**config.mk**
```make
export PLATFORM = sky130hd
export DESIGN_NAME = ft2_rx_word_packer
export DESIGN_NICKNAME = d
export VERILOG_FILES = /design/src/rtl/ft2_rx_word_packer.sv
export SDC_FILE = /design/constraint.sdc
export NUM_CORES = 1
export LEC_CHECK = 0
export ABC_CLOCK_PERIOD_IN_PS = 1800
export BUFFER_PORTS_ARGS = -buffer_cell sky130_fd_sc_hd__buf_2
export CORE_MARGIN = 3
export CORE_UTILIZATION = 51
export CTS_CLUSTER_DIAMETER = 100
export CTS_CLUSTER_SIZE = 20
export DETAILED_ROUTE_END_ITERATION = 16
export PLACE_DENSITY_LB_ADDON = 0.25
export SLEW_MARGIN = 30
export SYNTH_ARGS = -nofsm -noshare
export SYNTH_HDL_FRONTEND = slang
export SYNTH_SLANG_ARGS = --single-unit
```
**constraint.sdc**
```tcl
create_clock -name clk_32 -period 1.8 [get_ports clk_32]
set_input_delay 0.18 -clock clk_32 [delete_from_list [all_inputs] [get_ports clk_32]]
set_output_delay 0.18 -clock clk_32 [all_outputs]
set_load 0.005 [all_outputs]
```
**src/rtl/ft2_rx_word_packer.sv**
```systemverilog
// FT2 (FT245-style) receive stage: reads four bytes through the RD#/RXF# handshake,
// packs them MSB-first into a 32-bit word and presents it with a one-cycle d_ready pulse.
module ft2_rx_word_packer #(
   parameter int RD_LOW_CYCLES   = 2,
   parameter int RD_HIGH_CYCLES  = 3,
   parameter int WORD_GAP_CYCLES = 40
) (
   input  logic        clk_32,
   input  logic        rst_n,
   input  logic        rxf_n_in,
   input  logic [7:0]  d_in,
   output logic        rd_n_out,
   output logic        wr_n_out,
   output logic [31:0] d_out,
   output logic        d_ready,
   output logic [7:0]  words_rx
);

   typedef enum logic [2:0] {
      IDLE,
      RD_LOW,
      RD_HIGH,
      PRESENT,
      GAP
   } state_t;

   localparam int PHASE_W = 16;
   localparam logic [PHASE_W-1:0] LOW_LAST  = PHASE_W'(RD_LOW_CYCLES - 1);
   localparam logic [PHASE_W-1:0] HIGH_LAST = PHASE_W'(RD_HIGH_CYCLES - 1);
   localparam logic [PHASE_W-1:0] GAP_LAST  =
      PHASE_W'((WORD_GAP_CYCLES > 0) ? (WORD_GAP_CYCLES - 1) : 0);
   localparam logic HAS_GAP = (WORD_GAP_CYCLES > 0);
   localparam logic [2:0] BYTES_PER_WORD = 3'd4;

   state_t r_state;
   state_t w_stateNext;

   logic               r_rxfMeta;
   logic               r_rxfSync;
   logic [PHASE_W-1:0] r_phase;
   logic [2:0]         r_byteCnt;
   logic [31:0]        r_shreg;
   logic               r_rdN;
   logic [31:0]        r_dOut;
   logic               r_dReady;
   logic [7:0]         r_wordsRx;

   logic               w_phaseDone;
   logic               w_capture;
   logic               w_present;
   logic [PHASE_W-1:0] w_phaseNext;
   logic [2:0]         w_byteCntNext;
   logic [31:0]        w_shregNext;
   logic               w_rdNNext;
   logic [31:0]        w_dOutNext;
   logic               w_dReadyNext;
   logic [7:0]         w_wordsRxNext;

   always_ff @(posedge clk_32) begin
      if (!rst_n) begin
         r_state <= IDLE;
      end else begin
         r_state <= w_stateNext;
      end
   end

   // Timed states end when the shared phase counter hits their last cycle.
   always_comb begin
      w_phaseDone = 1'b0;
      case (r_state)
         RD_LOW:  w_phaseDone = (r_phase == LOW_LAST);
         RD_HIGH: w_phaseDone = (r_phase == HIGH_LAST);
         GAP:     w_phaseDone = (r_phase == GAP_LAST);
         default: w_phaseDone = 1'b0;
      endcase
   end

   always_comb begin
      w_stateNext = r_state;
      case (r_state)
         IDLE: begin
            if (!r_rxfSync) begin
               w_stateNext = RD_LOW;
            end
         end
         RD_LOW: begin
            if (w_phaseDone) begin
               w_stateNext = RD_HIGH;
            end
         end
         RD_HIGH: begin
            if (w_phaseDone) begin
               w_stateNext = (r_byteCnt == BYTES_PER_WORD) ? PRESENT : IDLE;
            end
         end
         PRESENT: begin
            w_stateNext = HAS_GAP ? GAP : IDLE;
         end
         GAP: begin
            if (w_phaseDone) begin
               w_stateNext = IDLE;
            end
         end
         default: begin
            w_stateNext = IDLE;
         end
      endcase
   end

   // RD# is registered from the next state so it falls on the edge that enters RD_LOW.
   always_comb begin
      w_capture     = (r_state == RD_LOW) && w_phaseDone;
      w_present     = (r_state == PRESENT);
      w_rdNNext     = (w_stateNext != RD_LOW);
      w_phaseNext   = (w_stateNext != r_state) ? '0 : (r_phase + 1'b1);
      w_shregNext   = r_shreg;
      w_byteCntNext = r_byteCnt;
      w_dOutNext    = r_dOut;
      w_dReadyNext  = 1'b0;
      w_wordsRxNext = r_wordsRx;
      if (w_capture) begin
         w_shregNext   = {r_shreg[23:0], d_in};
         w_byteCntNext = r_byteCnt + 1'b1;
      end
      if (w_present) begin
         w_byteCntNext = '0;
         w_dOutNext    = r_shreg;
         w_dReadyNext  = 1'b1;
         w_wordsRxNext = r_wordsRx + 1'b1;
      end
   end

   always_ff @(posedge clk_32) begin
      if (!rst_n) begin
         r_rxfMeta <= 1'b1;
         r_rxfSync <= 1'b1;
         r_phase   <= '0;
         r_byteCnt <= '0;
         r_shreg   <= '0;
         r_rdN     <= 1'b1;
         r_dOut    <= '0;
         r_dReady  <= 1'b0;
         r_wordsRx <= '0;
      end else begin
         r_rxfMeta <= rxf_n_in;
         r_rxfSync <= r_rxfMeta;
         r_phase   <= w_phaseNext;
         r_byteCnt <= w_byteCntNext;
         r_shreg   <= w_shregNext;
         r_rdN     <= w_rdNNext;
         r_dOut    <= w_dOutNext;
         r_dReady  <= w_dReadyNext;
         r_wordsRx <= w_wordsRxNext;
      end
   end

   assign rd_n_out = r_rdN;
   assign wr_n_out = 1'b1;
   assign d_out    = r_dOut;
   assign d_ready  = r_dReady;
   assign words_rx = r_wordsRx;

endmodule

```
==> results of run 1 <==
## tightest hold or removal path: cells and delay by family
| kind | cells | cell delay, ns |
|---|---|---|
| multiplexers | 1 | 0.05 |
| buffers and inverters | 1 | 0.07 |
| AND/OR/NAND/NOR | 1 | 0.10 |
## final cells by class
type | instances | area (sq um) | share of cell area [%]
flip-flops and latches | 98 | 1970 | 41.3
multi-input cells | 296 | 1910 | 40.1
repair buffers | 81 | 553 | 11.6
clock buffers | 10 | 128 | 2.68
well taps | 99 | 124 | 2.60
clock inverters | 5 | 63.8 | 1.34
inverters | 5 | 18.8 | 0.394
## cell families (layout without fill, tap and decap cells)
family	after synthesis	after routing
compound gates	42	42
xor+xnor	25	25
fa+ha+maj	4	4
buf+inv	31	101
flops	98	98
mux	34	34
other cells	1	1
simple gates	190	190
## per-layer routing
layer  up-vias  routed length (microns)  GRT usage, %
li1       1529                        -             -
met1      1374                     3610          22.5
met2        49                     3380          29.0
met3         7                      321          3.19
met4         0                       63          7.81
met5         -                        0             0
## flip-flops by register name (all words and copies together), names as in the netlist
name,flops
r_phase,16
d_out,32
r_shreg,32
words_rx,8
rd_n_out,1
r_rxfMeta,1
r_state,3
r_byteCnt,3
r_rxfSync,1
d_ready,1
## repair_timing
| item | CTS | global route |
|---|---|---|
| pin swaps | 0 | 4 |
| buffers inserted | 1 | 0 |
| hold endpoints to repair | 1 | 0 |
| setup endpoints to repair | 3 | 58 |
| hold buffers | 1 | 0 |
| resized for setup | 4 | 12 |
## cell usage after synthesis (all sizes together) (2+ instances only)
cell type | number | area share, %
dfxtp | 98 | 49
nand2 | 78 | 7.3
nor2b | 35 | 5.4
mux2i | 34 | 8.5
a21boi | 33 | 6.2
nor2 | 28 | 2.7
xnor2 | 16 | 3.5
clkbuf | 14 | 1.3
buf | 12 | 2.6
and2 | 9 | 1.4
nand3 | 9 | 1.1
xor2 | 9 | 2.0
and3 | 5 | 0.78
inv | 5 | 0.47
ha | 4 | 1.2
nand2b | 4 | 0.62
nand4 | 4 | 0.62
a21oi | 3 | 0.37
and4 | 3 | 0.65
nor3 | 3 | 0.37
nor4 | 3 | 0.47
nand4b | 2 | 0.44
nor3b | 2 | 0.62
or4 | 2 | 0.37
## where the power goes
group	total, W	internal, W	switching [W]	leakage, nW
combinational	0.000223	0.000116	0.000108	1.21
clock	0.00137	0.000646	0.000723	0.0929
sequential	0.00221	0.00218	0.0000204	0.792
total	0.00380	0.00295	0.000851	2.09
## through the flow
step | setup slack, ns | util [%] | total power (W) | hold WS (ns) | instance area (sq um)
finish | 0.0515 | 64.0 | 0.00380 | 0.0868 | 4770
global route | -0.0877 | 64.0 | 0.00394 | 0.0782 | 4770
CTS | 0.0153 | 63.4 | 0.00384 | 0.0719 | 4720
floorplan | 0.0471 | - | 0.00240 | 0.281 | 4020
global placement | 0.0738 | 60.4 | 0.00247 | 0.363 | 4500
detailed placement | -0.0222 | 60.4 | 0.00247 | 0.367 | 4500
## worst paths after layout
path | start | end | slack, ns | cells after the start
worst min register to register | r_rxfMeta | r_rxfSync | 0.41 | 1
worst min-delay path | d_in[6] | r_shreg[6] | 0.09 | 3
worst max register to register | r_state[0] | r_shreg[24] | 0.05 | 9
worst max-delay path | r_state[0] | r_shreg[24] | 0.05 | 9
==> flow_summary.toml, run 1 <==
[status]
run_status = "finished clean"

[layout]
fillerInstances = 668
layout.cells.most_common = "sky130_fd_sc_hd__dfxtp_1"
layout-drive-gt1-share_pct = 21.6
layout_common_cells = "sky130_fd_sc_hd__dfxtp_1 (95), sky130_fd_sc_hd__nand2_1 (78), sky130_fd_sc_hd__buf_2 (52)"
fin_cells = 594
fin_nets = 506
area_delta_synth_final_pct = 18.6
antenna_cells = 0

[clock_network]
cts-root-to-sink-buffers = 2
cts_tree = "done"
worst_skew_pair.late_latency_ns = 0.35
cts_made_buffers = 9
h-tree-depth = 3
cts_num_sinks = 98
cts-root-buf = "sky130_fd_sc_hd__clkbuf_8"
worst_setup_hold_path_clk_slew_ns = 0.09

[worst_setup_path]
crit_path_start_kind = "flip-flop"
worst-setup-path-type = "flip-flop to flip-flop"
worstSetupEndpointType = "flip-flop"
critical_path.cell_chain = "buf_6 > nor3b_2 > xnor2_1 > nor2_2 > nand4_1 > buf_6 > buf_12 > mux2i_1 > nor2b_1"
crit_path_max_delay_cell_type = "sky130_fd_sc_hd__dfxtp_4"
worst-endpoint-required_ns = 2.04
cpMostUsedCell = "sky130_fd_sc_hd__buf_6"
timing.critical_path.buf_inv = 3
arrival_ns = 1.99
crit_family = "simple AND/OR/NAND/NOR gates"
crit_path_max_fanout = 14
critPathMaxStageDelay_ns = 0.38

[synthesis]
postSynthAreaPerCell_sq_um = 9.46
post_synthesis_share_of_cell_area_spent_on_full_adders_half_adders_and_majority_gates_pct = 1.24
fraction_of_the_mapped_netlist_area_in_compound_gates_pct = 8.09
ys_types = 37
combinational_family_with_the_most_area_after_synthesis = "simple AND/OR/NAND/NOR gates"
synth-simple-area-share_pct = 23.4
number_of_nets_produced_by_synthesis = 440
synth_sequential_area_ratio_pct = 48.8
yosys_warnings = 0
postSynth.asyncResetShare_pct = 0
synth_flop_cell = "sky130_fd_sc_hd__dfxtp_1"
syn-instance-count = 425
synth_xor_xnor_area_share_pct = 5.45
synth_edf_count = 0
muxShareOfSynthArea_pct = 8.47
synth-seq-cells = 98
netlist_area_before_placement_sq_um = 4020

[floorplanning]
floorplan.initialDensity_pct = 54.0
die_outline_area_sq_um = 8980
ioPinCount = 54
fp.dieH_microns = 94.8
rows = 31
floorplan.die.width_microns = 94.8
floorplan.core_area_sq_um = 7450

[routing]
via_per_inst = 4.98
wire_per_inst_microns = 12.4
postRouteWirelength_microns = 7370
detail_route.iter0.violations = 125
remaining_drc_errors = 0
drt_pre_antenna_iters = 4
route.antenna.remaining_nets = 0
dr_total_vias = 2959

[placed_design]
place.gp.congestion = 0.819
port_buffers = 52
count_of_placed_standard_cells_including_taps = 577
dp_hpwl_microns = 5200

[sta]
post-route-min-period_ns = 1.75
setup_total_negative_slack_ns = 0
final-setup-viol-count = 0
fmax_mhz = 572
hold_viol = 0
post-route-period-util_pct = 97.1
final.setup_skew_ns = 0.00982
rsz0062_at_grt = "true"
timing.final.max_slew_violations = 0

[power]
pwr_density_cell_nw_per_um2 = 796
vdd_drop_max_mv = 0.488
leakage_component_of_the_power_nw = 2.09

[flow_run]
max_cap_viol_count = 0

[global_route]
grt_pass1_vias = 2857
grt_pass1_wl_microns = 12700
antenna_found_initial = 0
grt_remaining_overflow = 0
groute.usage.overall_pct = 17.6
grt_max_degree = 47

[min_path]
hold_path.class = "input port to flip-flop"
Power figures use the tool's default switching activity.
==> run 2, diff against run 1 <==
--- a/config.mk
+++ b/config.mk
@@ -5,6 +5,7 @@
 export SDC_FILE = /design/constraint.sdc
 export NUM_CORES = 1
 export LEC_CHECK = 0
+export ABC_AREA = 1
 export ABC_CLOCK_PERIOD_IN_PS = 1800
 export BUFFER_PORTS_ARGS = -buffer_cell sky130_fd_sc_hd__buf_2
 export CORE_MARGIN = 3
==> run 2 against run 1 <==
The flow now finishes with violations (setup timing). Clock power barely moved. First-iteration DRC count rose by 24%. Non-clock buffer count rose by 17. Critical path depth rose by 5. Global-route usage rose by 2.0 points. Register-to-register slack got worse by 0.13 ns. Maximum frequency fell by 6.8%. Die area fell by 2.2%. Critical path type unchanged. Critical endpoint is now r_phase[2]. Largest cell class unchanged.
==> flow_summary.toml, run 2 <==
[layout]
final_standard_cell_area_without_fillers_sq_um = 4960
area_delta_synth_final_pct = 26.3
layout.cells.most_common = "sky130_fd_sc_hd__dfxtp_1"
layout_common_cells = "sky130_fd_sc_hd__dfxtp_1 (92), sky130_fd_sc_hd__inv_1 (68), sky130_fd_sc_hd__nand2_1 (61)"
layout-drive-gt1-share_pct = 32.7
fin_nets = 582
antenna_cells = 0
multi_input_area_sq_um = 1710
sequential_cell_area_sq_um = 1980
layout.core_utilization_pct = 67.3
fillerInstances = 601

[placed_design]
port_buffers = 52
placement.cell_area_sq_um = 4500
dp_hpwl_microns = 5680
place.gp.congestion = 0.844

[power]
totalPowerFinal_w = 0.00395
leakage_component_of_the_power_nw = 2.00
vdd_drop_max_mv = 0.537
pwr_density_cell_nw_per_um2 = 797

[sta]
setup_total_negative_slack_ns = -1.06
post-route-min-period_ns = 1.88
final-setup-viol-count = 17
final.setup_skew_ns = 0.0118
hold_viol = 0
hold_slack_ns = 0.0846
fmax_mhz = 533
post-route-period-util_pct = 104
setup_slack_ns = -0.0764
timing.final.max_slew_violations = 0
rsz0062_at_grt = "true"

[synthesis]
ys_types = 36
synth_commonest_cells = "sky130_fd_sc_hd__dfxtp_1 (98), sky130_fd_sc_hd__nand2_1 (70), sky130_fd_sc_hd__inv_1 (69)"
syn-instance-count = 479
synth_edf_count = 0
synth.largest_area_cell = "sky130_fd_sc_hd__dfxtp_1"
postSynthAreaPerCell_sq_um = 8.19
netlist_area_before_placement_sq_um = 3930
yosys_warnings = 0
postSynth.asyncResetShare_pct = 0
synth_sequential_area_ratio_pct = 50.0
synth-seq-cells = 98
most_repeated_cell_in_the_gate_level_netlist_after_synthesis = "sky130_fd_sc_hd__dfxtp_1"
synthDominantCellAreaShare_pct = 50.0
synth_flop_cell = "sky130_fd_sc_hd__dfxtp_1"
number_of_nets_produced_by_synthesis = 494
synth.top_cells.by_area = "sky130_fd_sc_hd__dfxtp_1 (50%), sky130_fd_sc_hd__o21ai_0 (7.1%), sky130_fd_sc_hd__nand2_1 (6.7%)"

[clock_network]
cts-root-to-sink-buffers = 2
cts-root-buf = "sky130_fd_sc_hd__clkbuf_8"
cts_tree = "done"
cts_made_buffers = 9
worst_skew_pair.late_latency_ns = 0.36
h-tree-depth = 3
cts_num_sinks = 98
worst_setup_hold_path_clk_slew_ns = 0.10

[floorplanning]
fp.dieH_microns = 93.7
floorplan.core_area_sq_um = 7370
floorplan.initialDensity_pct = 53.3
rows = 31
ioPinCount = 54
die_outline_area_sq_um = 8780
floorplan.die.width_microns = 93.7

[worst_setup_path]
crit_path_start_kind = "flip-flop"
worst-setup-path-type = "flip-flop to flip-flop"
r2r.worst_path.cells = 14
worst-endpoint-required_ns = 2.05
crit_path_max_fanout = 7
worstSetupEndpoint = "r_phase[2]"
endpoint_of_the_lowest_slack_register_to_register_path = "r_phase[2]"
timing.reg2reg.setup_slack_ns = -0.08
regToRegStartpoint = "r_state[2]"
worstSetupEndpointType = "flip-flop"
arrival_ns = 2.13
worstSetupStartpoint = "r_state[2]"

[min_path]
hold_path.class = "input port to flip-flop"
min_path_cells = 3

[flow_run]
max_cap_viol_count = 0

[global_route]
groute.usage.overall_pct = 19.6
grt_pass1_vias = 3105
grt_pass1_wl_microns = 13800
grt_remaining_overflow = 0
grt_max_degree = 37
antenna_found_initial = 0

[routing]
via_per_inst = 4.90
route.antenna.remaining_nets = 0
postRouteWirelength_microns = 8560
drt_pre_antenna_iters = 4
dr_total_vias = 3287
detail_route.iter0.violations = 155
remaining_drc_errors = 0
wire_per_inst_microns = 12.8

[status]
failed_checks = "setup timing"
run_status = "finished, violations left"
[run 2: cell types whose count changed in the layout (fill, tap and decap cells not counted), moves of 16 or more]
cell,change
sky130_fd_sc_hd__inv_1,+63
sky130_fd_sc_hd__o21ai_0,+54
sky130_fd_sc_hd__a21oi_1,+39
sky130_fd_sc_hd__nor2b_1,-35
sky130_fd_sc_hd__a21boi_0,-33
sky130_fd_sc_hd__mux2i_1,-33
sky130_fd_sc_hd__buf_4,+20
sky130_fd_sc_hd__nor2_1,-18
sky130_fd_sc_hd__nand2_1,-17
sky130_fd_sc_hd__nor2_4,+16
sky130_fd_sc_hd__o21ai_1,+16
[run 2: critical path, stage by stage, from the launching register on]
cell	delay (ns)
sky130_fd_sc_hd__dfxtp_4	0.41
sky130_fd_sc_hd__inv_2	0.08
sky130_fd_sc_hd__nand3_4	0.10
sky130_fd_sc_hd__nand2_2	0.06
sky130_fd_sc_hd__nand2_2	0.08
sky130_fd_sc_hd__buf_4	0.10
sky130_fd_sc_hd__buf_4	0.09
sky130_fd_sc_hd__nand4_1	0.11
sky130_fd_sc_hd__nor3_2	0.22
sky130_fd_sc_hd__nor2_1	0.09
sky130_fd_sc_hd__nand2_2	0.08
sky130_fd_sc_hd__inv_2	0.04
sky130_fd_sc_hd__nand2_4	0.10
sky130_fd_sc_hd__buf_8	0.16
sky130_fd_sc_hd__nor2_2	0.04
[run 2: metrics by stage]
step | setup slack (ns) | cells
after floorplan | 0.0586 | 479
after global placement | 0.0488 | 647
after detailed placement | -0.0889 | 647
after CTS | -0.00266 | 666
after global routing | -0.225 | 671
final | -0.0764 | 671
[run 2: layout make-up]
| class | instances | area share, % |
|---|---|---|
| flip-flops and latches | 98 | 39.9 |
| multi-input cells | 285 | 34.6 |
| repair buffers | 98 | 13.4 |
| inverters | 75 | 5.68 |
| clock buffers | 10 | 2.78 |
| well taps | 99 | 2.50 |
| clock inverters | 6 | 1.11 |
[run 2: cells by family after synthesis]
logic type,share of synthesized area [%]
XOR/XNOR,3.12
AO/OA/AOI/OAI,15.0
adder cells (fa/ha/maj),1.28
buffers and inverters,10.2
AND/OR/NAND/NOR,20.3
other,0.0955
flip-flops,50.0
[run 2: what timing repair did]
item                       CTS  global route
gates resized for setup      9            45
hold buffers                 1             0
setup endpoints to repair   25            30
hold endpoints to repair     1             0
pin swaps                    4            17
gates cloned                 0             1
setup buffers                2             4
[run 2: worst min path at each step]
stage	to	slack (ns)	from
after floorplan	r_rxfMeta	0.29	rxf_n_in
after global placement	r_rxfMeta	0.38	rxf_n_in
after CTS	r_shreg[2]	0.07	d_in[2]
final	r_shreg[2]	0.08	d_in[2]
after detailed placement	r_rxfMeta	0.38	rxf_n_in
after global routing	r_shreg[4]	0.09	d_in[4]
[run 2: layer usage]
metal / wire [microns] / GRT usage, % / up-vias
met5: 0 / 0 / -
met4: 124 / 7.10 / 0
met2: 3840 / 30.0 / 62
met3: 353 / 3.93 / 15
met1: 4240 / 27.4 / 1507
li1: - / - / 1703
[run 2: power by group]
part | internal [W] | switching, W | leakage [nW]
Sequential | 0.00220 | 0.0000265 | 0.795
Combinational | 0.000150 | 0.000213 | 1.11
Clock | 0.000567 | 0.000788 | 0.0994
==> run 3, diff against run 2 <==
--- a/config.mk
+++ b/config.mk
@@ -8,8 +8,7 @@
 export ABC_AREA = 1
 export ABC_CLOCK_PERIOD_IN_PS = 1800
 export BUFFER_PORTS_ARGS = -buffer_cell sky130_fd_sc_hd__buf_2
-export CORE_MARGIN = 3
-export CORE_UTILIZATION = 51
+export CORE_UTILIZATION = 35
 export CTS_CLUSTER_DIAMETER = 100
 export CTS_CLUSTER_SIZE = 20
 export DETAILED_ROUTE_END_ITERATION = 16
==> run 3 against run 2 <==
The run now ends clean. Sequential share of layout area down 0.66 points. Largest power group unchanged. Cell count up 6.9%. Worst setup slack better by 0.12 ns. Total power up 1.8%. Wire length up 3.4%. Worst hold slack better by 0.0055 ns. Sequential cell count unchanged. Combinational power down 8.0%. Global-route usage down 3.9 points. Highest routed layer unchanged. First-iteration DRC count up 10%.
==> flow_summary.toml, run 3 (synthesis gave the netlist of run 2 again) <==
[status]
run_status = "finished clean"

[worst_setup_path]
crit_family = "simple AND/OR/NAND/NOR gates"
critical_path.cell_chain = "nor2_4 > nand2_4 > nand3_2 > nand2_2 > nor2_4 > nand2_4 > nor2_4 > inv_2 > nand3_2 > nand2_2 > clkinv_4 > nand2_8 > nor2_4"
timing.reg2reg.setup_slack_ns = 0.04
endpoint_of_the_lowest_slack_register_to_register_path = "r_phase[5]"
crit_path_start_kind = "flip-flop"
cpMostUsedCell = "sky130_fd_sc_hd__nor2_4"
worst-endpoint-required_ns = 2.10
crit_path_max_delay_cell_type = "sky130_fd_sc_hd__dfxtp_4"
worst-setup-path-type = "flip-flop to flip-flop"
critPathMaxStageDelay_ns = 0.38
r2r.worst_path.cells = 13
arrival_ns = 2.06
worstSetupEndpointType = "flip-flop"
worstSetupEndpoint = "r_phase[5]"
cp_num_cells = 13
regToRegStartpoint = "r_state[0]"
crit_path_max_fanout = 8
worstSetupStartpoint = "r_state[0]"
timing.critical_path.buf_inv = 2

[power]
power_report.internal_total_w = 0.00301
seq_power_share_pct = 55.4
clock_power_share_pct = 36.3
pwr_density_cell_nw_per_um2 = 799
p_sw_w = 0.00101
leakage_component_of_the_power_nw = 2.03
netSwitchingFraction_pct = 25.0
vdd_drop_max_mv = 0.425
power_share_of_the_combinational_group_pct = 8.3

[routing]
route.antenna.remaining_nets = 0
postRouteWirelength_microns = 8850
drt_pre_antenna_iters = 5
via_per_inst = 4.66
remaining_drc_errors = 0
detail_route.iter0.violations = 171
dr_total_vias = 3341
wire_per_inst_microns = 12.3

[global_route]
groute.usage.overall_pct = 15.6
grt_pass1_wl_microns = 14400
grt_pass1_vias = 3169
antenna_found_initial = 0
grt_max_degree = 37
grt_remaining_overflow = 0

[sta]
hold_viol = 0
fmax_mhz = 570
post-route-min-period_ns = 1.76
post-route-period-util_pct = 97.5
final-setup-viol-count = 0
rsz0062_at_grt = "true"
setup_total_negative_slack_ns = 0
timing.final.max_slew_violations = 0
setup_slack_ns = 0.0443
final.setup_skew_ns = 0.00761

[layout]
fillerInstances = 1080
antenna_cells = 0
area_delta_synth_final_pct = 28.3
layout.core_utilization_pct = 46.2
layout.cells.most_common = "sky130_fd_sc_hd__dfxtp_1"
fin_cells = 717
layout_common_cells = "sky130_fd_sc_hd__dfxtp_1 (92), sky130_fd_sc_hd__inv_1 (68), sky130_fd_sc_hd__nand2_1 (63)"
fin_nets = 587
layout-drive-gt1-share_pct = 32.4

[clock_network]
worst_setup_hold_path_clk_slew_ns = 0.10
h-tree-depth = 3
cts_tree = "done"
cts_num_sinks = 98
cts_made_buffers = 9
cts-root-to-sink-buffers = 2
cts-root-buf = "sky130_fd_sc_hd__clkbuf_8"
worst_skew_pair.late_latency_ns = 0.36

[floorplanning]
floorplan.initialDensity_pct = 36.0
floorplan.core_area_sq_um = 10900
die_outline_area_sq_um = 11600
fp.dieH_microns = 108
ioPinCount = 54
rows = 38
floorplan.die.width_microns = 108

[min_path]
hold_path.class = "input port to flip-flop"

[placed_design]
port_buffers = 52
place.gp.congestion = 0.847
dp_hpwl_microns = 6000
count_of_placed_standard_cells_including_taps = 694
preCtsSetupSlack_ns = -0.225

[flow_run]
max_cap_viol_count = 0
## run 3: timing repair
item,in CTS,in global routing
hold buffers,1,0
endpoints found under the hold margin,1,0
gates resized for setup,12,41
buffers inserted,0,5
gates cloned,1,0
pin swaps,2,22
endpoints found under the setup margin,20,24
## run 3: area by class of cell
cell class,count,area (sq um),area share (%)
multi-input combinational,286,1720,34.2
clock buffer,11,141,2.81
timing repair buffer,102,669,13.3
inverter,75,289,5.74
sequential,98,1980,39.3
clock inverter,5,60.1,1.19
tap,140,175,3.48
## run 3: worst min path at each step
stage | start | end | cells after the start
final | d_in[3] | r_shreg[3] | 3
after detailed placement | rxf_n_in | r_rxfMeta | 2
after CTS | d_in[1] | r_shreg[1] | 3
after global routing | d_in[1] | r_shreg[1] | 3
after global placement | rxf_n_in | r_rxfMeta | 2
after floorplan | rxf_n_in | r_rxfMeta | 1
## run 3: layer usage
layer  vias to the layer above  track usage [%]  share of wire, %
li1                       1710                -                 -
met1                      1554             20.9                48
met2                        66             24.6                46
met3                        11             3.57               4.0
met4                         0             5.48               1.5
met5                         -                0                 0
## run 3: power groups by stage
stage | clock (W) | combinational [W] | sequential [W]
floorplan | 0 | 0.000206 | 0.00227
global placement | 0 | 0.000272 | 0.00228
detailed placement | 0 | 0.000279 | 0.00228
CTS | 0.00150 | 0.000308 | 0.00223
global route | 0.00159 | 0.000366 | 0.00223
finish | 0.00146 | 0.000334 | 0.00223
## run 3: tightest hold or removal path, stage by stage
cell and delay (ns):
sky130_fd_sc_hd__buf_2 0.07, sky130_fd_sc_hd__o21ai_0 0.07, sky130_fd_sc_hd__a21oi_1 0.10
## run 3: per-stage QoR
stage / total power [W] / instance area, sq um / hold slack, ns
finish: 0.00402 / 5030 / 0.0901
global route: 0.00419 / 5030 / 0.0978
CTS: 0.00404 / 4850 / 0.0776
detailed placement: 0.00256 / 4590 / 0.374
global placement: 0.00255 / 4590 / 0.373
floorplan: 0.00248 / 3930 / 0.287
